--- config.mk ---
export PLATFORM = sky130hd
export DESIGN_NAME = fifo_in_unpack
export DESIGN_NICKNAME = d
export VERILOG_FILES = /design/src/rtl/fifo_in_unpack_pkg.sv /design/src/rtl/unpack_buffer.sv /design/src/rtl/fifo_in_unpack.sv
export SDC_FILE = /design/constraint.sdc
export NUM_CORES = 1
export LEC_CHECK = 0
export CELL_PAD_IN_SITES_DETAIL_PLACEMENT = 1
export CELL_PAD_IN_SITES_GLOBAL_PLACEMENT = 2
export CORE_UTILIZATION = 38
export DETAILED_ROUTE_END_ITERATION = 7
export DONT_BUFFER_PORTS = 1
export HOLD_SLACK_MARGIN = 0.12
export PLACE_DENSITY_LB_ADDON = 0.15
export SLEW_MARGIN = 20
export SYNTH_ARGS = -nofsm -noshare
export SYNTH_HDL_FRONTEND = slang
export SYNTH_SLANG_ARGS = --single-unit
--- constraint.sdc ---
create_clock -name clk -period 6.4 [get_ports clk]
set_input_delay 0.64 -clock clk [delete_from_list [all_inputs] [get_ports clk]]
set_output_delay 0.64 -clock clk [all_outputs]
set_load 0.03 [all_outputs]
--- src/rtl/fifo_in_unpack_pkg.sv ---
// Shared definitions for the packer/unpacker pair: chunk widths, buffer sizing and FSM encoding.
package fifo_in_unpack_pkg;

   localparam int DATA_W   = 64;
   localparam int NARROW_W = 48;
   localparam int BUF_W    = 2 * DATA_W;
   localparam int IDX_W    = $clog2(BUF_W + 1);

   localparam logic [1:0] ST_IDLE  = 2'd0;
   localparam logic [1:0] ST_RUN   = 2'd1;
   localparam logic [1:0] ST_FLUSH = 2'd2;
   localparam logic [1:0] ST_DONE  = 2'd3;

   function automatic int countOnes(input logic [31:0] v);
      int n;
      n = 0;
      for (int i = 0; i < 32; i++) n += int'(v[i]);
      return n;
   endfunction

endpackage

--- src/rtl/unpack_buffer.sv ---
// Two-word shift/insert buffer: valid bits sit LSB-aligned below index, and everything above index is zero.
module unpack_buffer
   import fifo_in_unpack_pkg::*;
(
   input  logic              clk,
   input  logic              rst,
   input  logic              insert,
   input  logic [DATA_W-1:0] insData,
   input  logic              pop,
   input  logic              narrow,
   output logic [DATA_W-1:0] head,
   output logic [IDX_W-1:0]  index
);

   logic [BUF_W-1:0] bufData;
   logic [BUF_W-1:0] shifted;
   logic [IDX_W-1:0] chunkW;
   logic [IDX_W-1:0] popAmt;
   logic [IDX_W-1:0] idxAfter;

   // The pop is applied first so a word arriving in the same cycle lands right above the surviving bits.
   always_comb begin
      chunkW   = narrow ? IDX_W'(NARROW_W) : IDX_W'(DATA_W);
      popAmt   = (index < chunkW) ? index : chunkW;
      shifted  = bufData;
      idxAfter = index;
      if (pop) begin
         shifted  = bufData >> chunkW;
         idxAfter = index - popAmt;
      end
   end

   always_ff @(posedge clk) begin
      if (rst) begin
         bufData <= '0;
         index   <= '0;
      end else if (insert) begin
         bufData <= shifted | ({{DATA_W{1'b0}}, insData} << idxAfter);
         index   <= idxAfter + IDX_W'(DATA_W);
      end else begin
         bufData <= shifted;
         index   <= idxAfter;
      end
   end

   assign head = bufData[DATA_W-1:0];

endmodule

--- src/rtl/fifo_in_unpack.sv ---
// Reads a run of packed DRAM words and unpacks them into a valid/ready stream of wide or narrow chunks,
// zero-padding the tail chunk when the bit count is not a chunk multiple.
module fifo_in_unpack
   import fifo_in_unpack_pkg::*;
#(
   parameter int ADDR_W = 10,
   parameter int RD_LAT = 1
) (
   input  logic              clk,
   input  logic              rst,
   input  logic              start,
   input  logic [ADDR_W-1:0] baseAddr,
   input  logic [ADDR_W-1:0] numWords,
   input  logic              chunkSel,
   output logic              DRAMreadEn,
   output logic [ADDR_W-1:0] DRAMreadAddr,
   input  logic [DATA_W-1:0] DRAMreadData,
   output logic [DATA_W-1:0] outData,
   output logic              outValid,
   input  logic              outReady,
   output logic              outLast,
   output logic              busy,
   output logic              done
);

   localparam logic [DATA_W-1:0] NARROW_MASK = {{(DATA_W-NARROW_W){1'b0}}, {NARROW_W{1'b1}}};

   logic [1:0]        state;
   logic [ADDR_W-1:0] baseReg;
   logic [ADDR_W:0]   numReg;
   logic [ADDR_W:0]   wordsIssued;
   logic [ADDR_W:0]   wordsRecv;
   logic              narrowReg;
   logic [RD_LAT-1:0] inflight;
   logic [DATA_W-1:0] head;
   logic [IDX_W-1:0]  index;
   logic [IDX_W-1:0]  chunkW;
   logic [15:0]       fillNeed;
   logic              arrive;
   logic              allRecv;
   logic              insert;
   logic              pop;

   assign arrive  = inflight[RD_LAT-1];
   assign insert  = arrive && (state == ST_RUN);
   assign allRecv = (wordsRecv == numReg);
   assign chunkW  = narrowReg ? IDX_W'(NARROW_W) : IDX_W'(DATA_W);
   assign pop     = outValid && outReady;

   // A read is only issued if the buffer can hold it plus every word already in flight.
   assign fillNeed     = 16'(index) + 16'(DATA_W * (countOnes(32'(inflight)) + 1));
   assign DRAMreadEn   = (state == ST_RUN) && (wordsIssued < numReg) && (fillNeed <= 16'(BUF_W));
   assign DRAMreadAddr = baseReg + wordsIssued[ADDR_W-1:0];

   assign outData = narrowReg ? (head & NARROW_MASK) : head;
   assign busy    = (state == ST_RUN) || (state == ST_FLUSH);
   assign done    = (state == ST_DONE);

   always_comb begin
      outValid = 1'b0;
      outLast  = 1'b0;
      case (state)
         ST_RUN: begin
            outValid = (index >= chunkW);
            outLast  = allRecv && (index == chunkW);
         end
         ST_FLUSH: begin
            outValid = (index != '0);
            outLast  = (index != '0);
         end
         default: ;
      endcase
   end

   unpack_buffer buffer (
      .clk     (clk),
      .rst     (rst),
      .insert  (insert),
      .insData (DRAMreadData),
      .pop     (pop),
      .narrow  (narrowReg),
      .head    (head),
      .index   (index)
   );

   // Run control: clearing the in-flight tags on reset is what makes late read data harmless.
   always_ff @(posedge clk) begin
      if (rst) begin
         state       <= ST_IDLE;
         baseReg     <= '0;
         numReg      <= '0;
         wordsIssued <= '0;
         wordsRecv   <= '0;
         narrowReg   <= 1'b0;
         inflight    <= '0;
      end else begin
         inflight <= RD_LAT'({inflight, DRAMreadEn});
         if (DRAMreadEn) wordsIssued <= wordsIssued + 1'b1;
         if (insert) wordsRecv <= wordsRecv + 1'b1;
         case (state)
            ST_IDLE: begin
               if (start) begin
                  baseReg     <= baseAddr;
                  numReg      <= {1'b0, numWords};
                  narrowReg   <= chunkSel;
                  wordsIssued <= '0;
                  wordsRecv   <= '0;
                  state       <= (numWords == '0) ? ST_DONE : ST_RUN;
               end
            end
            ST_RUN: begin
               if (allRecv) begin
                  if ((pop && outLast) || (index == '0)) state <= ST_DONE;
                  else if (index < chunkW) state <= ST_FLUSH;
               end
            end
            ST_FLUSH: begin
               if (pop) state <= ST_DONE;
            end
            default: state <= ST_IDLE;
         endcase
      end
   end

endmodule

==> results.yml <==
yosys:
  synth_compound_area_share_pct: 31.42
  yosysWarningCount: 0
  synth_xor_area_share_pct: 2.189
  ys_ff_latch: 182
  synth-async-reset-ratio_pct: 0
  synthSimpleGateAreaFrac_pct: 18.28
  synth_top_area_cell: "dfxtp_1"
  syn-cell-area_mm2: 0.01640
  synth_mux_area_share_pct: 14.96
  synth_edf_count: 0
  synthCells: 2213
  yosysTopAreaCellShare_pct: 22.21
  synth_fp_nets: 2336
  ys_types: 88
  synthAdderAreaFrac_pct: 2.685
  yosysSeqAreaShare_pct: 22.21
  synth_top_family_by_area: "compound AO/OA/AOI/OAI gates"
  synth_most_common_cell: "nand2_1"
  synth_common_cells: "nand2_1, nor2_1, a21oi_1, dfxtp_1, mux2i_1"
  yosys_most_used_dff: "dfxtp_1"
  syn_area_per_cell_um2: 7.413
  synth.area.top_cells: "dfxtp_1, mux2i_1, nand2_1"
power_and_ir_drop:
  p_seq_share_pct: 34.7
  switching_share_pct: 39.88
  internal_power_mw: 2.224
  p_per_area_mw_per_mm2: 216.5
  switchingPower_mw: 1.476
  p_total_mw: 3.700
  ir_drop_v: 0.0001826
  combPwrFrac_pct: 32.5
  leakage_nw: 5.888
  p_clk_share_pct: 32.8
clock_network:
  cts_inserted_buffers: 17
  worstSkewPairLatency_ns: 0.51
  cts_resized: 0
  ctsHoldBuffers: 0
  cts_root_buffer: "clkbuf_16"
  clk_pin_slew_ns: 0.08
  clock-sinks: 182
  cts_tree: "done"
  postCtsSetupBuffers: 0
  htree_levels: 4
  cts.path.max_buffers: 2
timing:
  slew_headroom_pct: 27.83
  holdWs_ns: 0.2133
  fin_worst_skew_ns: 0.009728
  max_freq_mhz: 168.6
  period_needed_ns: 5.933
  hold_viol_final: 0
  tightest_slew_ns: 1.083
  period_share_pct: 92.70
  worst_slack_ns: 0.4672
  drv_slew: 0
  fin_tns_setup_ns: 0
  grt_setup_unrepaired: "false"
  setup_viol: 0
setup_path:
  critical-path-max-stage-delay_ns: 1.01
  cp_num_buf_inv: 0
  end_kind: "register"
  cp_slowest_cell: "o311ai_0"
  crit_path_max_fanout: 8
  setup.worst_path.start: "buffer.index[6]$_SDFF_PP0_"
  startpoint_type: "register"
  path_cells: "ha_1, a211o_1, nor2_1, nor2_1, a21oi_1, ha_1, o21a_1, o21ai_0, nand2b_1, a211oi_1, xnor2_1, nand4_1, o311ai_0, o221ai_1, a31oi_1"
  critPathRequiredTime_ns: 6.83
  r2r_start: "buffer.index[6]$_SDFF_PP0_"
  worstPathArrival_ns: 6.36
  path_delay_family: "compound AO/OA/AOI/OAI gates"
  crit_type: "reg2reg"
drt:
  num_vias: 17450
  wirelength_um: 76840
  drc_errors: 0
  postRouteAntennaNets: 0
  vias_per_cell: 6.710
  firstDrtPassIters: 7
  avgRoutedWirePerCell_um: 29.55
  drtIter0Drc: 1816
floorplanning:
  die_w_um: 209.8
  fp.dieH_um: 209.8
  dieArea_mm2: 0.04401
  fp.coreArea_mm2: 0.04223
  rows: 75
  initial_core_util_pct: 38.85
  io_pins: 168
finish:
  drive_above_1_share_pct: 8.976
  final_util_pct: 40.47
  num-nets-final: 2171
  final_area_mm2: 0.01709
  ff_latch_area_mm2: 0.003650
  multi_input_comb_area_mm2: 0.01153
  layout.cells.non_filler: 2600
  fillers: 5184
  syn_to_final_growth_pct: 4.179
  diodes: 0
placed_design:
  post_dp_cell_area_mm2: 0.01645
  placed_cells: 2568
  dp_slack_ns: 0.6391
  dp_hpwl_um: 57510
  port_buffers: 0
  gp_congestion: 0.9819
global_route:
  grt_pass1_vias: 16870
  grt_start_max_net_pins: 155
  grt_pass1_wl_um: 114600
  antenna_found_initial: 0
  grt.overflow.total: 0
  gr-usage-all-layers_pct: 34.71
worst_hold_path:
  hold_path_class: "in2reg"
  hp-start: "rst"
flow_run:
  max-cap-violations: 0
run_status:
  status: "finished, final reports clean"
[per-layer routing]
| layer | share of wire, % | vias to the layer above | track usage [%] |
|---|---|---|---|
| met3 | 7.8 | 125 | 6.315 |
| met1 | 45 | 8686 | 48.42 |
| met5 | 0 | - | 0 |
| li1 | - | 7863 | - |
| met4 | 3.5 | 0 | 13.69 |
| met2 | 44 | 771 | 52.58 |
[worst paths after layout]
check | endpoint | slack [ns] | cells after the start
setup reg to reg | buffer.bufData[75]$_SDFF_PP0_ | 0.47 | 15
hold reg to reg | baseReg[8]$_SDFFE_PP0P_ | 0.46 | 2
hold / removal | baseReg[5]$_SDFFE_PP0P_ | 0.21 | 1
setup / recovery | buffer.bufData[75]$_SDFF_PP0_ | 0.47 | 15
[cells in the final DEF, fill, tap and decap left out, types with 40 or more instances in the layout]
cell,count
a211oi_1,63
a21oi_1,183
a221oi_1,58
buf_4,58
dfxtp_1,179
mux2i_1,179
nand2_1,266
nor2_1,236
nor3_1,49
o21ai_0,115
o22ai_1,40
[registers in the layout, summed over array words and instances (netlist names)]
| signal | flops |
|---|---|
| narrowReg | 1 |
| state | 2 |
| buffer.bufData | 128 |
| baseReg | 10 |
| numReg | 10 |
| wordsRecv | 11 |
| buffer.index | 8 |
| arrive | 1 |
| wordsIssued | 11 |
[cell type report]
class                   count  share of cell area (%)
well taps                 539                   3.946
inverters                  37                  0.8127
clock inverters            15                   1.245
multi-input cells        1751                   67.49
flip-flops and latches    182                   21.36
repair buffers             59                   2.665
clock buffers              17                   2.489
[logic make-up after synthesis]
family	Yosys count
adders and majority gates	34
DFF	182
muxes	229
AOI/OAI and AO/OA	751
buffers and inverters	280
and+or+nand+nor	695
other	1
xor gates and xnor gates	41
[power groups by stage]
stage	sequential, mW	clock [mW]	combinational (mW)
2_1_floorplan	1.25	0	0.886
3_3_place_gp	1.31	0	1.16
3_5_place_dp	1.31	0	1.18
4_1_cts	1.29	1.23	1.18
5_1_grt	1.29	1.28	1.29
6_report	1.28	1.21	1.20
Note: power is estimated with default switching activity, not from simulation.
